File: src/rtl/memtest_sweep_ctrl.sv
// Frequency-step selection, PLL reconfig sequencing with timeout recovery,
// automatic fastest-passing-step sweep, and elapsed-time counters for the overlay.
module memtest_sweep_ctrl #(
   parameter int unsigned NUM_STEPS    = 11,
   parameter int unsigned DEFAULT_POS  = 7,
   parameter int unsigned CLK_HZ       = 50000000,
   parameter int unsigned RCFG_TIMEOUT = 1000,
   parameter int unsigned SETTLE       = 1024,
   parameter int unsigned MIN_PASS     = 1,
   parameter int unsigned STEP_W       = $clog2(NUM_STEPS)
) (
   input  logic              clk,
   input  logic              rst_n,
   input  logic              btn_up,
   input  logic              btn_down,
   input  logic              btn_auto,
   input  logic              start_auto,
   input  logic              tester_rdy,
   input  logic [31:0]       passcount,
   input  logic [31:0]       failcount,
   input  logic              rcfg_busy,
   output logic              rcfg_write_from_rom,
   output logic              rcfg_reconfig,
   output logic              rcfg_reset,
   output logic [STEP_W-1:0] pos,
   output logic              recfg,
   output logic              auto,
   output logic              sweep_done,
   output logic [STEP_W-1:0] best_pos,
   output logic              best_valid,
   output logic [15:0]       mins,
   output logic [15:0]       ticks
);

   localparam int unsigned TMR_W         = $clog2(RCFG_TIMEOUT + 1);
   localparam int unsigned SET_W         = $clog2(SETTLE + 1);
   localparam int unsigned PRESC         = (CLK_HZ / 10 > 0) ? CLK_HZ / 10 : 1;
   localparam int unsigned PRE_W         = (PRESC > 1) ? $clog2(PRESC) : 1;
   localparam int unsigned TICKS_PER_MIN = 600;
   localparam int unsigned MIN_W         = 10;
   localparam logic [STEP_W-1:0] LAST_POS = STEP_W'(NUM_STEPS - 1);

   typedef enum logic [1:0] {ST_IDLE, ST_LOAD, ST_ARM, ST_RUN} state_e;

   state_e              state_q, state_d;
   logic [TMR_W-1:0]    timer_q, timer_d, timer_dec;
   logic [SET_W-1:0]    settle_q, settle_d;
   logic [STEP_W-1:0]   pos_q, pos_d, best_pos_q, best_pos_d;
   logic                recfg_q, recfg_d, auto_q, auto_d;
   logic                sweep_done_q, sweep_done_d, best_valid_q, best_valid_d;
   logic                wr_q, wr_d, rc_q, rc_d, rr_q, rr_d;
   logic [2:0]          btn_q;
   logic                up_edge, down_edge, auto_edge, idle_ok, eval_ok;
   logic [PRE_W-1:0]    presc_q, presc_d;
   logic [MIN_W-1:0]    min_cnt_q, min_cnt_d;
   logic [15:0]         ticks_q, ticks_d, mins_q, mins_d;

   function automatic logic [15:0] bcd_inc(input logic [15:0] v);
      logic [15:0] r;
      logic        carry;
      r     = v;
      carry = 1'b1;
      for (int i = 0; i < 4; i++) begin
         if (carry) begin
            if (r[i*4 +: 4] == 4'd9) begin
               r[i*4 +: 4] = 4'd0;
            end else begin
               r[i*4 +: 4] = r[i*4 +: 4] + 4'd1;
               carry       = 1'b0;
            end
         end
      end
      return r;
   endfunction

   always_ff @(posedge clk or negedge rst_n) begin
      if (!rst_n) begin
         state_q      <= ST_IDLE;
         timer_q      <= '0;
         settle_q     <= '0;
         pos_q        <= STEP_W'(DEFAULT_POS);
         best_pos_q   <= '0;
         recfg_q      <= 1'b1;
         auto_q       <= 1'b0;
         sweep_done_q <= 1'b0;
         best_valid_q <= 1'b0;
         wr_q         <= 1'b0;
         rc_q         <= 1'b0;
         rr_q         <= 1'b0;
         btn_q        <= '0;
         presc_q      <= '0;
         min_cnt_q    <= '0;
         ticks_q      <= '0;
         mins_q       <= '0;
      end else begin
         state_q      <= state_d;
         timer_q      <= timer_d;
         settle_q     <= settle_d;
         pos_q        <= pos_d;
         best_pos_q   <= best_pos_d;
         recfg_q      <= recfg_d;
         auto_q       <= auto_d;
         sweep_done_q <= sweep_done_d;
         best_valid_q <= best_valid_d;
         wr_q         <= wr_d;
         rc_q         <= rc_d;
         rr_q         <= rr_d;
         btn_q        <= {btn_auto, btn_down, btn_up};
         presc_q      <= presc_d;
         min_cnt_q    <= min_cnt_d;
         ticks_q      <= ticks_d;
         mins_q       <= mins_d;
      end
   end

   assign up_edge   = btn_up   & ~btn_q[0];
   assign down_edge = btn_down & ~btn_q[1];
   assign auto_edge = btn_auto & ~btn_q[2];
   assign idle_ok   = (state_q == ST_IDLE) && !recfg_q;
   assign eval_ok   = idle_ok && auto_q && !sweep_done_q && (settle_q == '0) && tester_rdy;
   assign timer_dec = timer_q - 1'b1;

   // Reconfig sequencing first; user/auto requests then override recfg and pos.
   always_comb begin
      state_d      = state_q;
      timer_d      = timer_q;
      settle_d     = (settle_q != '0) ? settle_q - 1'b1 : settle_q;
      pos_d        = pos_q;
      best_pos_d   = best_pos_q;
      recfg_d      = recfg_q;
      auto_d       = auto_q;
      sweep_done_d = sweep_done_q;
      best_valid_d = best_valid_q;
      wr_d         = 1'b0;
      rc_d         = 1'b0;
      rr_d         = 1'b0;

      case (state_q)
         ST_IDLE: begin
            if (recfg_q) begin
               wr_d    = 1'b1;
               state_d = ST_LOAD;
            end
         end
         ST_LOAD: state_d = ST_ARM;
         ST_ARM: begin
            if (!rcfg_busy) begin
               rc_d    = 1'b1;
               timer_d = TMR_W'(RCFG_TIMEOUT);
               state_d = ST_RUN;
            end
         end
         ST_RUN: begin
            timer_d = timer_dec;
            if (timer_dec == TMR_W'(1)) begin
               rr_d    = 1'b1;
               recfg_d = 1'b0;
               state_d = ST_IDLE;
            end else if ((timer_q != TMR_W'(RCFG_TIMEOUT)) && !rcfg_busy) begin
               recfg_d  = 1'b0;
               settle_d = SET_W'(SETTLE);
               state_d  = ST_IDLE;
            end
         end
         default: state_d = ST_IDLE;
      endcase

      if (start_auto || (idle_ok && auto_edge && !auto_q)) begin
         pos_d        = '0;
         auto_d       = 1'b1;
         sweep_done_d = 1'b0;
         best_valid_d = 1'b0;
         recfg_d      = 1'b1;
      end else if (idle_ok && auto_edge) begin
         auto_d  = 1'b0;
         recfg_d = 1'b1;
      end else if (idle_ok && down_edge && (pos_q != LAST_POS)) begin
         pos_d   = pos_q + STEP_W'(1);
         auto_d  = 1'b0;
         recfg_d = 1'b1;
      end else if (idle_ok && up_edge && (pos_q != '0)) begin
         pos_d   = pos_q - STEP_W'(1);
         auto_d  = 1'b0;
         recfg_d = 1'b1;
      end else if (eval_ok) begin
         if (failcount != 32'd0) begin
            if (pos_q != LAST_POS) begin
               pos_d   = pos_q + STEP_W'(1);
               recfg_d = 1'b1;
            end else begin
               sweep_done_d = 1'b1;
               best_valid_d = 1'b0;
            end
         end else if (passcount >= 32'(MIN_PASS)) begin
            best_pos_d   = pos_q;
            best_valid_d = 1'b1;
            sweep_done_d = 1'b1;
         end
      end
   end

   // 0.1 s prescaler, tick count and BCD minutes; all frozen at zero during reconfig.
   always_comb begin
      presc_d   = presc_q;
      min_cnt_d = min_cnt_q;
      ticks_d   = ticks_q;
      mins_d    = mins_q;
      if (recfg_q) begin
         presc_d   = '0;
         min_cnt_d = '0;
         ticks_d   = '0;
         mins_d    = '0;
      end else if (presc_q == PRE_W'(PRESC - 1)) begin
         presc_d = '0;
         ticks_d = ticks_q + 16'd1;
         if (min_cnt_q == MIN_W'(TICKS_PER_MIN - 1)) begin
            min_cnt_d = '0;
            mins_d    = bcd_inc(mins_q);
         end else begin
            min_cnt_d = min_cnt_q + MIN_W'(1);
         end
      end else begin
         presc_d = presc_q + PRE_W'(1);
      end
   end

   assign rcfg_write_from_rom = wr_q;
   assign rcfg_reconfig       = rc_q;
   assign rcfg_reset          = rr_q;
   assign pos                 = pos_q;
   assign recfg               = recfg_q;
   assign auto                = auto_q;
   assign sweep_done          = sweep_done_q;
   assign best_pos            = best_pos_q;
   assign best_valid          = best_valid_q;
   assign mins                = mins_q;
   assign ticks               = ticks_q;

endmodule

File: config.mk
export PLATFORM = sky130hd
export DESIGN_NAME = memtest_sweep_ctrl
export DESIGN_NICKNAME = d
export VERILOG_FILES = /design/src/rtl/memtest_sweep_ctrl.sv
export SDC_FILE = /design/constraint.sdc
export NUM_CORES = 1
export LEC_CHECK = 0
export CAP_MARGIN = 15
export CORE_ASPECT_RATIO = 0.75
export CORE_MARGIN = 4
export CORE_UTILIZATION = 35
export CTS_BUF_LIST = sky130_fd_sc_hd__clkbuf_8 sky130_fd_sc_hd__clkbuf_16
export DETAILED_ROUTE_END_ITERATION = 10
export DONT_BUFFER_PORTS = 1
export GPL_ROUTABILITY_DRIVEN = 0
export HOLD_SLACK_MARGIN = 0.08
export PLACE_DENSITY = 0.56
export SLEW_MARGIN = 5
export SYNTH_ARGS = -nofsm -noshare
export SYNTH_HDL_FRONTEND = slang
export SYNTH_SLANG_ARGS = --single-unit
File: constraint.sdc
create_clock -name clk -period 2.05 [get_ports clk]
set_input_delay 0.41 -clock clk [delete_from_list [all_inputs] [get_ports clk]]
set_output_delay 0.41 -clock clk [all_outputs]
set_load 0.02 [all_outputs]
After elaboration in Yosys (flattened, before gate mapping)

Cells that the tools add are included.

Flip-flop bits (word level): 106
Input bits: 72
Output and inout port bits: 47
Logic and storage cells: 189

Add/sub/neg operators: 11
Order comparisons: 1
Equality and inequality tests: 19
Muxes and demuxes: 84
Bitwise gates (word level): 11
Reductions and logical operators: 43

Operators with widths:

| cell                                                 | number |
|---|---|
| 2-to-1 mux 16 bit                                    | 5 |
| 2-to-1 mux 4 bit                                     | 14 |
| 2-to-1 mux 1 bit                                     | 49 |
| 2-to-1 mux 23 bit                                    | 2 |
| 2-to-1 mux 11 bit                                    | 4 |
| 2-to-1 mux 10 bit                                    | 4 |
| >= comparator 32 x 1 -> 1 bit, second input constant | 1 |
| nonzero test 32 bit                                  | 1 |
| adder 23 x 1 -> 23 bit, second input constant        | 1 |
| == test 23 bit, second input constant                | 1 |
| adder 4 x 1 -> 4 bit, second input constant          | 5 |
| case mux 10 bit (2 select lines)                     | 1 |
| nonzero test 4 bit                                   | 5 |
| adder 16 x 1 -> 16 bit, second input constant        | 1 |
| == test 4 bit, second input constant                 | 4 |
| nonzero test 2 bit                                   | 7 |
| logical AND 1 bit                                    | 12 |
| AND reduction 3 bit                                  | 4 |
| zero test 11 bit                                     | 1 |
| nonzero test 11 bit                                  | 1 |
| subtractor 11 x 1 -> 11 bit, second input constant   | 1 |
| adder 10 x 1 -> 10 bit, second input constant        | 1 |
| == test 10 x 1 -> 1 bit, second input constant       | 1 |
| == test 10 bit, second input constant                | 1 |
| 21 further kinds                                     | 42 |

Longest topological paths before layout

Depth after elaboration: 17
Mapped depth: 9
Mapped depth without buffers: 8

Least setup slack after synthesis

Ideal clock, no wire load.

Kind: register -> register
Start point: reg pos_q[0] (netlist: pos[0])
End point: reg best_pos_q[0] (netlist: best_pos[0])
Setup time: 0.125 ns
Arrival: 2.187 ns
Data required time: 1.925 ns
Path slack: -0.261 ns
Cell stages (with the launch flop): 9
Buffers on the path: 0
Period minus slack after synthesis: 2.311 ns
Path through: dfstp_2 -> inv_1 -> ha_1 -> or3b_2 -> a32oi_1 -> and2_1 -> nand3_1 -> nor3_2 -> mux2_2

Word-level cells in the longest chain between the ends: 4
Elaborated cells on any way between the ends: 7
Classes of those cells: eq/ne (1); bitwise (2); reduce/logical (4)

Ends and longest elaborated chain:

| element                                                     | RTL line | RTL |
|---|---|---|
| from (decl)                                                 | 48       | `logic [STEP_W-1:0] pos_q, pos_d, best_pos_q, best_pos_d;` |
| from (signal assigned)                                      | 81       | `pos_q <= STEP_W'(DEFAULT_POS);` |
| from (signal assigned)                                      | 99       | `pos_q <= pos_d;` |
| inequality test 4 bit or nonzero test 4 bit (tied branches) | 177, 181 |  |
| logical AND 1 bit (on tied branches)                        | 177, 181 |  |
| inverter 1 bit (no line)                                    | --       |  |
| AND reduction 7 bit (no line)                               | --       |  |
| to (signal assigned)                                        | 100      | `best_pos_q <= best_pos_d;` |
| to (decl)                                                   | 48       |  |

Parallel ways exist; a longest one is shown, timed or not.
A chain may end at the register's enable or synchronous reset.

Final worst setup path

Start point: reg pos_q[1] (netlist: pos[1])
End point: reg best_pos_q[3] (netlist: best_pos[3])

Word-level cells in the longest chain between the ends: 4
Elaborated cells on any way between the ends: 7
Classes of those cells: eq/ne (1); bitwise (2); reduce/logical (4)

Ends and longest elaborated chain:

| element                                                     | RTL line |
|---|---|
| inequality test 4 bit or nonzero test 4 bit (tied branches) | 177, 181 |
| logical AND 1 bit (on tied branches)                        | 177, 181 |
| inverter 1 bit (no line)                                    | -- |
| AND reduction 7 bit (no line) (*)                           | -- |

Every way passes the cells marked *; elsewhere a longest branch is shown, timed or not.

==> impl_metrics.tcl <==
set metrics [dict create \
    synth.avg_cell_area_um2 9.58 \
    synth_cell_types 71 \
    synth_area_leaders "dfrtp_1 44%, nor2_1 5.0%, ha_1 4.6%" \
    path_max_fanout 4 \
    path_buf_inv 0 \
    postPlaceCellArea_mm2 0.00669 \
    worst_setup_path_end_kind "flop" \
    rows 40 \
    cap_violations 0 \
    crit_path_top_delay_cell "dfstp_2" \
    ios 119 \
    dieWidth_um 156 \
    post-route-period-util 1.03 \
    path_cells "ha_4 > nand3b_1 > a32oi_2 > and2_4 > nand3_4 > nor3_4 > mux2_4" \
    drt_first_iter_violations 194 \
    nNetsFinal 794 \
    synthFlopType "dfrtp_1" \
    root_buffer "clkbuf_16" \
    seq_area_frac_synth 0.461 \
    drc 0 \
    drive_gt1_frac 0.276 \
    synthCells 602 \
    final_antenna_net_count 0 \
    yosys.area.top_type "dfrtp_1" \
    cts.clk_slew.worst_paths_ns 0.07 \
    p_leak_uw 0.00311 \
    cts.sinks 106 \
    synth_edf_count 0 \
    track_usage 0.160 \
    seqCellArea_mm2 0.00266 \
    vdd_drop_max_mv 0.394 \
    numPortBuffers 0 \
    worstSetupStartpointType "flop" \
    finClkSkew_ns 0.00799 \
    gr-total-overflow 0 \
    worst-setup-path-type "reg -> reg" \
    fmax_ghz 0.473 \
    postCtsHoldBufs 3 \
    coreArea_mm2 0.0161 \
    drt-vias-per-instance 5.24 \
    holdWs_ns -0.248 \
    total_power_uw 6580 \
    cp.required_ns 2.29 \
    start_util 0.359 \
    wire_per_inst_um 16.3 \
    drv_slew 0 \
    relSlewSlack 0.641 \
    r2r_slack_ns -0.07 \
    cts_buffer_depth 2 \
    violations "negative hold slack, negative setup slack" \
    n_fill_cell 1511 \
    die-area_mm2 0.0186 \
    status "complete, but fails checks" \
    cts_tree "done" \
    worst_slew_pin_slew_ns 0.532 \
    place_hpwl_mm 10.9 \
    synth_most_common_cell "dfrtp_1" \
    finalHoldViolCount 103 \
    grt_start_max_net_pins 107 \
    synth_top_area_frac 0.443 \
    min_period_ns 2.12 \
    htree_levels 3 \
    clk-insertion-delay-late_ns 0.35 \
    antenna_found_initial 2 \
    rsz0062_at_grt "yes" \
    setup_viol 11 \
    dr_total_vias 4808 \
    drt_first_pass_iters 4 \
    power-per-cell-area_mw_per_mm2 888 \
    min_path_type "in -> async" \
    grt_pass1_wl_mm 24.3 \
    setup_slack_ns -0.0654 \
    ys_warn_count 0 \
    design_area_mm2 0.00741 \
    multiInputGateArea_mm2 0.00330 \
    crit_family "simple AND/OR/NAND/NOR gates" \
    die_h_um 119 \
    worstPathArrival_ns 2.36 \
    area_growth_pct 28.6 \
    syn_area_mm2 0.00577 \
    ys_ff_latch 106 \
    cts-buffers-inserted 9 \
    drt_wl_total_mm 14.9 \
    slowest_delay_ns 0.58 \
    first_global_vias 4853 \
    syn_nets 695 \
    synthArstFlopShare 1.00 \
    synth_commonest_cells "102 x dfrtp_1, 77 x nor2_1, 46 x nand2_1, 37 x o21ai_0, 29 x xor2_1" \
]
## worst reg2reg max path: stages, from the launching register on
cell      delay, ns
dfstp_2        0.58
ha_4           0.13
nand3b_1       0.17
a32oi_2        0.27
and2_4         0.19
nand3_4        0.08
nor3_4         0.26
mux2_4         0.33
## final timing paths
check	from	endpoint	cells past startpoint
worst max-delay path	pos[1]	best_pos[3]	7
worst max register to register	pos[1]	best_pos[3]	7
worst min-delay path	rst_n	presc_q[13]	0
max in group asynchronous	rst_n	pos[0]	0
min in group clk	rcfg_busy	rcfg_reconfig	1
worst min register to register	presc_q[0]	presc_q[0]	1
## where the power goes
group / internal [µW] / total [µW] / switching [µW] / leakage (µW)
sequential: 2360 / 2630 / 277 / 0.00140
combinational: 1060 / 2320 / 1260 / 0.00158
clock: 823 / 1630 / 807 / 0.000133
total: 4240 / 6580 / 2340 / 0.00311
## cells by family (layout without fill, tap and decap cells)
kind of cell	Yosys count	after routing	synth area share
flops	106	106	0.461
simple gates	289	289	0.275
buf+inv	37	141	0.0263
compound gates	95	95	0.107
mux	10	10	0.0187
fa+ha+maj	21	21	0.0456
xor+xnor	44	44	0.0668
other cells	0	2	0
## per-stage QoR
stage | hold WS (ns) | setup WS (ns) | cells | TNS, ns | utilization
detailed placement | 0.120 | -0.215 | 884 | -2.51 | 0.417
floorplan | 0.114 | -0.163 | 602 | -0.798 | -
global route | -0.273 | -0.173 | 918 | -2.59 | 0.461
CTS | -0.269 | -0.0689 | 909 | -0.570 | 0.444
finish | -0.248 | -0.0654 | 918 | -0.484 | 0.461
global placement | 0.121 | -0.0942 | 884 | -0.718 | 0.417
## placed cells by master, fill, tap and decap left out, types with 5 or more instances in the layout
cell type,instances
dfrtp_1,101
and3_1,12
buf_4,94
nand3b_1,9
ha_1,17
nor2b_1,5
o21ai_0,27
nand2_1,44
inv_1,19
buf_6,5
nand3_1,21
and2_1,10
nor2_1,76
nor4_1,19
nand2b_1,8
clkbuf_16,10
a21oi_1,17
xnor2_1,15
xor2_1,29
or3_1,6
nand4_1,25
nor3_1,7
nor3_2,5
o21ai_1,9
nand2_2,5
## area by class of cell
type	instances	area share
Sequential cell	106	0.359
Antenna cell	2	0.000675
Multi-Input combinational cell	459	0.445
Timing Repair Buffer	104	0.112
Clock inverter	7	0.00624
Inverter	21	0.0110
Clock buffer	9	0.0304
Tap cell	210	0.0354
## what timing repair did
item                       in CTS  in global routing
buffers inserted                6                  8
hold endpoints to repair      109                106
pin swaps                      20                 20
resized for setup              24                 46
setup endpoints to repair      37                 59
cloned                          0                  1
## sequential cells by signal, summed over array words and instances, names as in the netlist, 4 cells and up
name and cells:
best_pos 4, mins 16, min_cnt_q 10, timer_q 10, ticks 16, settle_q 11, presc_q 23, pos 4
## routing by layer
metal / track usage / vias to the layer above / part of all wire
li1: - / 2353 / -
met1: 0.203 / 2334 / 0.44
met2: 0.269 / 110 / 0.50
met3: 0.0469 / 11 / 0.052
met4: 0.0396 / 0 / 0.012
met5: 0 / - / 0
Note: power is estimated with default switching activity, not from simulation.
